<file path="src/rtl/bru_pkg.sv">
// bru_pkg: shared entry layout and defaults for branch_resolve_unit.
// pred_target exists only with BRU_TARGET_CHECK_EN defined.
package bru_pkg;
   localparam int DEPTH_DEF = 8;
   localparam int IDX_W_DEF = 6;
   localparam logic [31:0] PC_INC = 32'd4;
   typedef struct packed {
      logic valid;
      logic resolved;
      logic [31:0] pc;
      logic pred_taken;
`ifdef BRU_TARGET_CHECK_EN
      logic [31:0] pred_target;
`endif
      logic act_taken;
      logic [31:0] act_target;
   } entry_t;
endpackage

</file>
<file path="src/rtl/branch_resolve_unit.sv">
// branch_resolve_unit: in-order retirement of out-of-order resolved branches with mispredict flush.
// BRU_TARGET_CHECK_EN adds a taken-target comparison to the mispredict test.
module branch_resolve_unit
   import bru_pkg::*;
#(
   parameter int DEPTH = DEPTH_DEF,
   parameter int IDX_W = IDX_W_DEF
) (
   input  logic                       clk,
   input  logic                       reset,
   input  logic                       alloc_valid,
   output logic                       alloc_ready,
   input  logic [31:0]                alloc_pc,
   input  logic                       alloc_pred_taken,
   input  logic [31:0]                alloc_pred_target,
   output logic [$clog2(DEPTH)-1:0]   alloc_tag,
   input  logic                       res_valid,
   input  logic [$clog2(DEPTH)-1:0]   res_tag,
   input  logic                       res_taken,
   input  logic [31:0]                res_target,
   output logic                       upd_valid,
   output logic [IDX_W-1:0]           upd_idx,
   output logic                       upd_taken,
   output logic                       flush,
   output logic [31:0]                redirect_pc,
   output logic [$clog2(DEPTH):0]     count
);
   localparam int TW = $clog2(DEPTH);
   localparam int CW = TW + 1;
   entry_t ents [DEPTH];
   entry_t hd;
   logic [TW-1:0] head, tail;
   logic retire, mis, alloc_fire, res_fire;
   assign hd = ents[head];
   assign alloc_ready = (count < CW'(DEPTH)) && !flush;
   assign alloc_tag = tail;
   assign alloc_fire = alloc_valid && alloc_ready;
   assign res_fire = res_valid && !flush && ents[res_tag].valid && !ents[res_tag].resolved;
   // the flush cycle must not retire younger entries
   assign retire = !flush && hd.valid && hd.resolved;
`ifdef BRU_TARGET_CHECK_EN
   assign mis = (hd.act_taken != hd.pred_taken) ||
                (hd.act_taken && hd.pred_taken && hd.act_target != hd.pred_target);
`else
   logic unused_target;
   assign unused_target = ^alloc_pred_target;
   assign mis = hd.act_taken != hd.pred_taken;
`endif
   always_ff @(posedge clk) begin
      if (reset || flush) begin
         for (int i = 0; i < DEPTH; i++) begin
            ents[i].valid <= 1'b0;
            ents[i].resolved <= 1'b0;
         end
         head <= '0;
         tail <= '0;
         count <= '0;
      end else begin
         if (alloc_fire) begin
            ents[tail].valid <= 1'b1;
            ents[tail].resolved <= 1'b0;
            ents[tail].pc <= alloc_pc;
            ents[tail].pred_taken <= alloc_pred_taken;
`ifdef BRU_TARGET_CHECK_EN
            ents[tail].pred_target <= alloc_pred_target;
`endif
            tail <= tail + TW'(1);
         end
         if (res_fire) begin
            ents[res_tag].resolved <= 1'b1;
            ents[res_tag].act_taken <= res_taken;
            ents[res_tag].act_target <= res_target;
         end
         if (retire) begin
            ents[head].valid <= 1'b0;
            head <= head + TW'(1);
         end
         count <= count + CW'(alloc_fire) - CW'(retire);
      end
   end
   always_ff @(posedge clk) begin
      if (reset) begin
         upd_valid <= 1'b0;
         upd_idx <= '0;
         upd_taken <= 1'b0;
         flush <= 1'b0;
         redirect_pc <= '0;
      end else begin
         upd_valid <= retire;
         upd_idx <= retire ? hd.pc[IDX_W+1:2] : '0;
         upd_taken <= retire && hd.act_taken;
         flush <= retire && mis;
         if (retire && mis) redirect_pc <= hd.act_taken ? hd.act_target : hd.pc + PC_INC;
      end
   end
endmodule

</file>
<file path="config.mk">
export PLATFORM = sky130hd
export DESIGN_NAME = branch_resolve_unit
export DESIGN_NICKNAME = d
export VERILOG_FILES = /design/src/rtl/bru_pkg.sv /design/src/rtl/branch_resolve_unit.sv
export SDC_FILE = /design/constraint.sdc
export NUM_CORES = 1
export LEC_CHECK = 0
export ABC_CLOCK_PERIOD_IN_PS = 7300
export CAP_MARGIN = 5
export CORE_UTILIZATION = 45
export DETAILED_ROUTE_END_ITERATION = 10
export REMOVE_ABC_BUFFERS = 1
export SYNTH_ARGS = -nofsm -noshare
export SYNTH_HDL_FRONTEND = slang
export SYNTH_SLANG_ARGS = --single-unit
</file>
<file path="constraint.sdc">
create_clock -name clk -period 7.3 [get_ports clk]
set_input_delay 1.46 -clock clk [delete_from_list [all_inputs] [get_ports clk]]
set_output_delay 1.46 -clock clk [all_outputs]
set_load 0.1 [all_outputs]
</file>
# Word level (Yosys, flattened, before mapping)
# Memories as Yosys holds them, arrays and structs flattened. A register that Yosys moved wholly into a read port is not among the register bits.
# Cells that the tools add are included.
[word_totals]
reg_bits = 51
ramBits = 544
in_bits = 105
wordCells = 56
memories = 1
[op_classes]
addsub = 5
n_lt_le_gt_ge = 1
n_eq_ne = 1
n_mux = 23
bitwise = 1
reduce_logical = 16
[mem_list]
columns = ["memory", "depth", "word_bits", "rd", "rd_clocked_by_memory_dff", "write_ports", "line_no", "text"]
rows = [
  ["ents", 8, 68, 2, 1, 8, "branch_resolve_unit.sv:30", "entry_t ents [DEPTH];"],
]
[ops]
columns = ["op", "count"]
rows = [
  ["$mux 68", 3],
  ["$reduce_or 68->1", 3],
  ["$add 32x3->32 const B", 1],
  ["$mux 32", 1],
  ["$mux 3", 7],
  ["$mux 1", 11],
  ["$logic_and 1x1->1", 9],
  ["$add 3x1->3 const B", 2],
  ["$add 4x1->4", 1],
  ["$lt 4x4->1 const B", 1],
  ["$mux 4", 1],
  ["$sub 4x1->4", 1],
  ["$logic_not 1->1", 2],
  ["$reduce_or 2->1", 1],
  ["$logic_or 1x1->1", 1],
  ["$ne 1x1->1", 1],
  ["$not 1->1", 1],
]

# Depth between registers and ports, before layout
# Gate-level depths: netlist (run 1).
[logic_depth]
word_depth = 9
ltp_mapped = 12
depth_no_buf = 10

# Least setup slack after synthesis (run 1)
# No wires, ideal clock.
[synth_path]
path_type = "register -> register"
startpoint = "register flush"
endpoint = "memory ents[0][33] (netlist name), enable pin"
setup_ps = 512
t_arrival_ps = 6230
t_required_ps = 6788
path_slack_ps = 558
path_stages_with_launch = 5
synth_period_minus_slack_ps = 6742
cell_sequence = "dfxtp_1 nor2_1 nand2_1 or2_2 nor4_1"
[synth_lines]
columns = ["item", "line_no", "text"]
rows = [
  ["start, declared", "branch_resolve_unit.sv:24", "output logic flush,"],
  ["start signal, assigned", "branch_resolve_unit.sv:92", "flush <= retire && mis;"],
  ["end, declared", "branch_resolve_unit.sv:30", ""],
]

==> impl_metrics.ini, run 1 <==
[critical_path]
cp_max_fo = 25
r2r_end = redirect_pc[24]
criticalPathCategory = in -> reg
crit_family = simple AND/OR/NAND/NOR gates
ff2ff_setup_slack_ns = 2.93
critPathArrivalTime_ns = 4.88
crit_slowest_cell = nor2_4
r2r_cells = 9
critPathLaunchType = input pin
endpoint_kind = register
worst_path_largest_cell_delay_ns = 0.89
critPathBufInv = 2
cp_cell_sequence = clkdlybuf4s50_1 > nand2b_1 > o221ai_1 > o21ai_0 > o2111a_1 > o21ai_0 > nand2b_1 > nor2_4 > buf_4
worstPathRequired_ns = 7.60

[synthesis]
synth_seq_cells = 598
avgSynthCellArea_um2 = 19.2
yosys_warnings = 0
synth_edf_count = 528
synth_compound_area_frac = 0.0333
syn-cell-area_mm2 = 0.0239
synthMuxAreaShare = 0.164
async_flop_share = 0
ys_seq_area_frac = 0.721
synth_top_family_by_area = multiplexers
netlist_instances = 1243
synth_cell_types = 71
synth_fa_ha_area_frac = 0.00450
synth_xor_area_frac = 0.00952
synth_ff_type = edfxtp_1
synth-simple-area-share = 0.0447

[timing]
hold_violations = 0
worst_slew_pin_slew_ns = 1.04
drv_slew = 0
holdWs_ns = 0.456
clock_skew_ns = 0.0259
period_minus_slack_ns = 4.58
rsz0062_at_grt = no
setup_viol_count_final = 0
slew_headroom = 0.303
clock.fmax_mhz = 218
min_period_over_period = 0.628

[hold_path]
hp-class = reg -> reg
min-delay-start = redirect_pc[8]
min_path_cells = 2
min_to = redirect_pc[8]

[grt]
grt_max_degree = 56
grt_usage = 0.199
grt_pass1_vias = 12400
grt_pass1_wl_um = 78500
grt.overflow.total = 0
grt_antenna_before_repair = 5

[power_and_ir_drop]
p_leak_nw = 8.54
ir_worst_vdd_mv = 0.190
power_density_mw_per_mm2 = 254

[clock_network]
post_cts_buffers = 0
cts.clk_slew.worst_paths_ns = 0.06
numCtsBuffers = 59
cts_tree = built
cts_buffer_depth = 3
cts.hold.buffers_added = 0
post_cts_resized = 0
clockRootBuffer = clkbuf_16
cts_max_level = 2
cts.sinks = 598
clk_latency_ns = 0.62

[placed_design]
hpwlAfterDp_um = 31200
gp_congestion = 0.844
port_buffers = 121

[final_layout]
fin_nets = 1499
fillers = 4253
drive_above_1_share = 0.179
layout_commonest_cell = edfxtp_1
areaGrowthSynthToFinish_pct = 15.7
most-common-layout-cells = 528 x edfxtp_1, 120 x clkdlybuf4s50_1, 95 x mux4_2
final_core_utilization = 0.527

[detailed_routing]
first_pass_iters = 5
viasPerCell = 5.66
ant_nets = 0
drt_iter0_drc = 876
drcViolationCount = 0
wl_per_cell_um = 24.7
wirelength_um = 52500
vias = 12000

[floorplan]
dieArea_mm2 = 0.0541
fp.dieH_um = 233
die_width_um = 233
core_mm2 = 0.0526
ios = 154
rows = 84
initial_utilization = 0.455

[run]
cap_viol_max_count = 0

[outcome]
outcome = completed
## metal layers
layer  vias to the layer above  global-route usage  wire length [um]
li1                       5389                   -                 -
met1                      6270               0.265             22500
met2                       276               0.335             26100
met3                        83              0.0343              2720
met4                         8              0.0582              1070
met5                         -                   0                54
## where the power goes
group | internal, mW | total (mW) | leakage [nW] | switching [mW]
combinational | 0.118 | 0.356 | 2.34 | 0.238
sequential | 3.77 | 3.78 | 5.32 | 0.0183
clock | 1.66 | 2.88 | 0.880 | 1.22
## cell type report
type                            instances  area, um2  area share
Antenna cell                            1       2.50   0.0000904
Clock buffer                           87       1650      0.0597
Clock inverter                         23        188     0.00678
Inverter                               15       56.3     0.00203
Multi-Input combinational cell        561       6230       0.225
Sequential cell                       598      17300       0.624
Tap cell                              688        861      0.0311
Timing Repair Buffer                  151       1430      0.0517
## registers in the layout, indices dropped and copies added (netlist names), named ones only
name and count:
count 4, flush 1, upd_idx 6, upd_valid 1, alloc_tag 3, upd_taken 1, redirect_pc 32, head 3
ents 544
## cells by family (layout without fill, tap and decap cells)
family | Yosys count | in the layout
flops | 598 | 598
mux | 207 | 207
simple gates | 201 | 201
compound gates | 119 | 119
buf+inv | 84 | 276
xor+xnor | 26 | 26
fa+ha+maj | 8 | 8
other cells | 0 | 1
## worst reg2reg max path, stage by stage (launching register included)
cell	delay, ns
dfxtp_4	0.63
buf_4	0.77
mux4_1	0.72
mux2i_1	0.33
xnor2_1	0.20
nand2_2	0.61
nor2_1	0.49
buf_4	0.29
nand3_1	0.13
a21oi_1	0.15
## synthesized netlist by cell type (15+ instances only)
master | n | share of area
edfxtp_1 | 528 | 0.66
mux4_2 | 95 | 0.089
dfxtp_1 | 70 | 0.059
mux2i_1 | 59 | 0.025
nand2_1 | 57 | 0.0089
nor2_1 | 50 | 0.0078
a21oi_1 | 43 | 0.0090
mux4_1 | 39 | 0.043
clkbuf_1 | 24 | 0.0038
nor3_1 | 20 | 0.0042
buf_2 | 19 | 0.0040
xnor2_1 | 15 | 0.0055
## worst max-delay path by stage
stage	endpoint	from	cells after the start	slack, ns
2_1_floorplan	redirect_pc[15]	register	7	-1.18
3_3_place_gp	ents[3][9]	res_tag[0]	9	2.07
3_5_place_dp	ents[3][9]	res_tag[0]	9	2.04
4_1_cts	ents[3][14]	res_tag[0]	9	2.68
5_1_grt	ents[3][14]	res_tag[0]	9	2.55
6_report	ents[3][14]	res_tag[0]	9	2.72
## through the flow
| stage | setup slack, ns | power [mW] | area (um2) | instances | setup TNS [ns] |
|---|---|---|---|---|---|
| 3_5_place_dp | 2.04 | 4.21 | 25800 | 2013 | 0 |
| 6_report | 2.72 | 7.02 | 27700 | 2124 | 0 |
| 3_3_place_gp | 2.07 | 4.20 | 25800 | 2013 | 0 |
| 5_1_grt | 2.55 | 7.24 | 27700 | 2124 | 0 |
| 4_1_cts | 2.68 | 7.09 | 27700 | 2123 | 0 |
| 2_1_floorplan | -1.18 | 4.05 | 23400 | 1174 | -27.56 |
Power figures use the tool's default switching activity.
==> inputs of run 2 (changes only) <==
--- a/config.mk
+++ b/config.mk
@@ -5,7 +5,7 @@
 export SDC_FILE = /design/constraint.sdc
 export NUM_CORES = 1
 export LEC_CHECK = 0
-export ABC_CLOCK_PERIOD_IN_PS = 7300
+export ABC_CLOCK_PERIOD_IN_PS = 4550
 export CAP_MARGIN = 5
 export CORE_UTILIZATION = 45
 export DETAILED_ROUTE_END_ITERATION = 10
==> constraint.sdc (replaced) <==
create_clock -name clk -period 4.55 [get_ports clk]
set_input_delay 0.91 -clock clk [delete_from_list [all_inputs] [get_ports clk]]
set_output_delay 0.91 -clock clk [all_outputs]
set_load 0.1 [all_outputs]
==> impl_metrics.ini, run 2 (synthesized netlist as in run 1, its figures left out) <==
[critical_path]
worstPathRequired_ns = 5.08
r2r_end = redirect_pc[31]
criticalPathCategory = reg -> reg
cp_max_fo = 45
cp_cell_sequence = buf_4 > mux4_2 > mux2i_1 > nand4bb_1 > nor4_1 > xor2_1 > a211oi_1
crit_slowest_cell = dfxtp_4
endpoint_kind = register
r2r_cells = 7
ff2ff_setup_slack_ns = 0.88
worst_path_largest_cell_delay_ns = 0.87
critPathLaunchType = register
critPathArrivalTime_ns = 4.20

[timing]
hold_violations = 0
rsz0062_at_grt = no
clock.fmax_mhz = 273
worst_slew_pin_slew_ns = 0.999
drv_slew = 0
holdWs_ns = 0.460
slew_headroom = 0.332
min_period_over_period = 0.806
clock_skew_ns = 0.0108
period_minus_slack_ns = 3.67
setup_viol_count_final = 0
finalSetupTns_ns = 0

[outcome]
outcome = completed

[hold_path]
min_path_cells = 2
min-delay-start = redirect_pc[7]
hp-class = reg -> reg
min_to = redirect_pc[7]

[power_and_ir_drop]
p_sw_frac = 0.204
power_switching_mw = 2.41
power_density_mw_per_mm2 = 420
clockPowerShare = 0.438
p_leak_nw = 8.74
ir_worst_vdd_mv = 0.296
fin_total_pwr_mw = 11.8
combPwrFrac = 0.048
seq_power_share = 0.514
internal-power_mw = 9.40

[placed_design]
gp_congestion = 0.824
hpwlAfterDp_um = 31100
port_buffers = 121

[detailed_routing]
routed.top_layer = met5
drt_iter0_drc = 902
vias = 12000
wirelength_um = 52300
dr_wl_met2_um = 25400
met3_length_um = 2520
first_pass_iters = 5
wl_met1_um = 22800
drcViolationCount = 0
wl_per_cell_um = 24.5
viasPerCell = 5.63
ant_nets = 0

[grt]
grt_pass1_vias = 12300
grt_usage = 0.198
grt_max_degree = 54
grt_pass1_wl_um = 78200
grt_antenna_before_repair = 7
grt.overflow.total = 0

[clock_network]
clockRootBuffer = clkbuf_16
cts.sinks = 598
cts.hold.buffers_added = 0
post_cts_resized = 0
cts_tree = built
post_cts_buffers = 0
clk_latency_ns = 0.61
numCtsBuffers = 60
cts.clk_slew.worst_paths_ns = 0.06
cts_max_level = 2
cts_buffer_depth = 3

[final_layout]
drive_above_1_share = 0.193
most-common-layout-cells = 528 x edfxtp_1, 120 x clkdlybuf4s50_1, 95 x mux4_2
top_register = ents
largest_reg_flops = 544
layout_commonest_cell = edfxtp_1
fin_nets = 1509
areaGrowthSynthToFinish_pct = 17.4
reg.largest.list = ents: 544 flops, redirect_pc: 32 flops, upd_idx: 6 flops

[floorplan]
dieArea_mm2 = 0.0541
fp.dieH_um = 233
initial_utilization = 0.455
core_mm2 = 0.0526
ios = 154
die_width_um = 233
rows = 84

[run]
cap_viol_max_count = 0
==> run 2: power by group through the flow <==
| stage | Clock, mW | Combinational, mW | Sequential [mW] |
|---|---|---|---|
| 3_5_place_dp | 0 | 0.570 | 6.19 |
| 4_1_cts | 5.28 | 0.572 | 6.07 |
| 6_report | 5.17 | 0.568 | 6.07 |
| 5_1_grt | 5.49 | 0.610 | 6.07 |
| 2_1_floorplan | 0 | 0.224 | 6.28 |
| 3_3_place_gp | 0 | 0.560 | 6.18 |
==> run 2: per-stage QoR <==
stage                     cell area, um2  setup WS [ns]  utilization  instances
after floorplan                    23400          -3.93            -       1174
after global placement             26000          0.640        0.495       2022
after detailed placement           26000          0.665        0.495       2022
after CTS                          28100          0.876        0.534       2132
after global routing               28100          0.635        0.535       2133
final                              28100          0.881        0.535       2134
==> run 2: how the worst max path moves through the flow <==
| stage | startpoint | to | slack, ns | cells after the start |
|---|---|---|---|---|
| 2_1_floorplan | register | redirect_pc[15] | -3.93 | 7 |
| 3_3_place_gp | res_tag[0] | ents[1][30] | 0.64 | 9 |
| 3_5_place_dp | res_tag[0] | ents[1][28] | 0.66 | 9 |
| 4_1_cts | register | redirect_pc[31] | 0.88 | 7 |
| 5_1_grt | register | redirect_pc[31] | 0.63 | 7 |
| 6_report | register | redirect_pc[31] | 0.88 | 7 |
==> run 2: layout make-up <==
cell class | instances | area (um2)
antenna | 2 | 5.00
clock buffer | 70 | 1560
clock inverter | 40 | 512
fill | 4182 | 24500
inverter | 15 | 56.3
multi-input combinational | 561 | 6230
sequential | 598 | 17300
tap | 688 | 861
timing repair buffer | 160 | 1600
==> run 2: worst max-delay path: cells and delay by family (launching register included) <==
family,cells,cell delay [ns]
simple gates,2,0.76
buf+inv,1,0.45
compound gates,1,0.24
mux,2,1.01
flops,1,0.87
xor+xnor,1,0.21
==> run 2: metal layers <==
layer / up-vias / track usage
met2: 271 / 0.324
met4: 12 / 0.0692
met1: 6223 / 0.266
met3: 102 / 0.0362
met5: - / 0
li1: 5396 / -
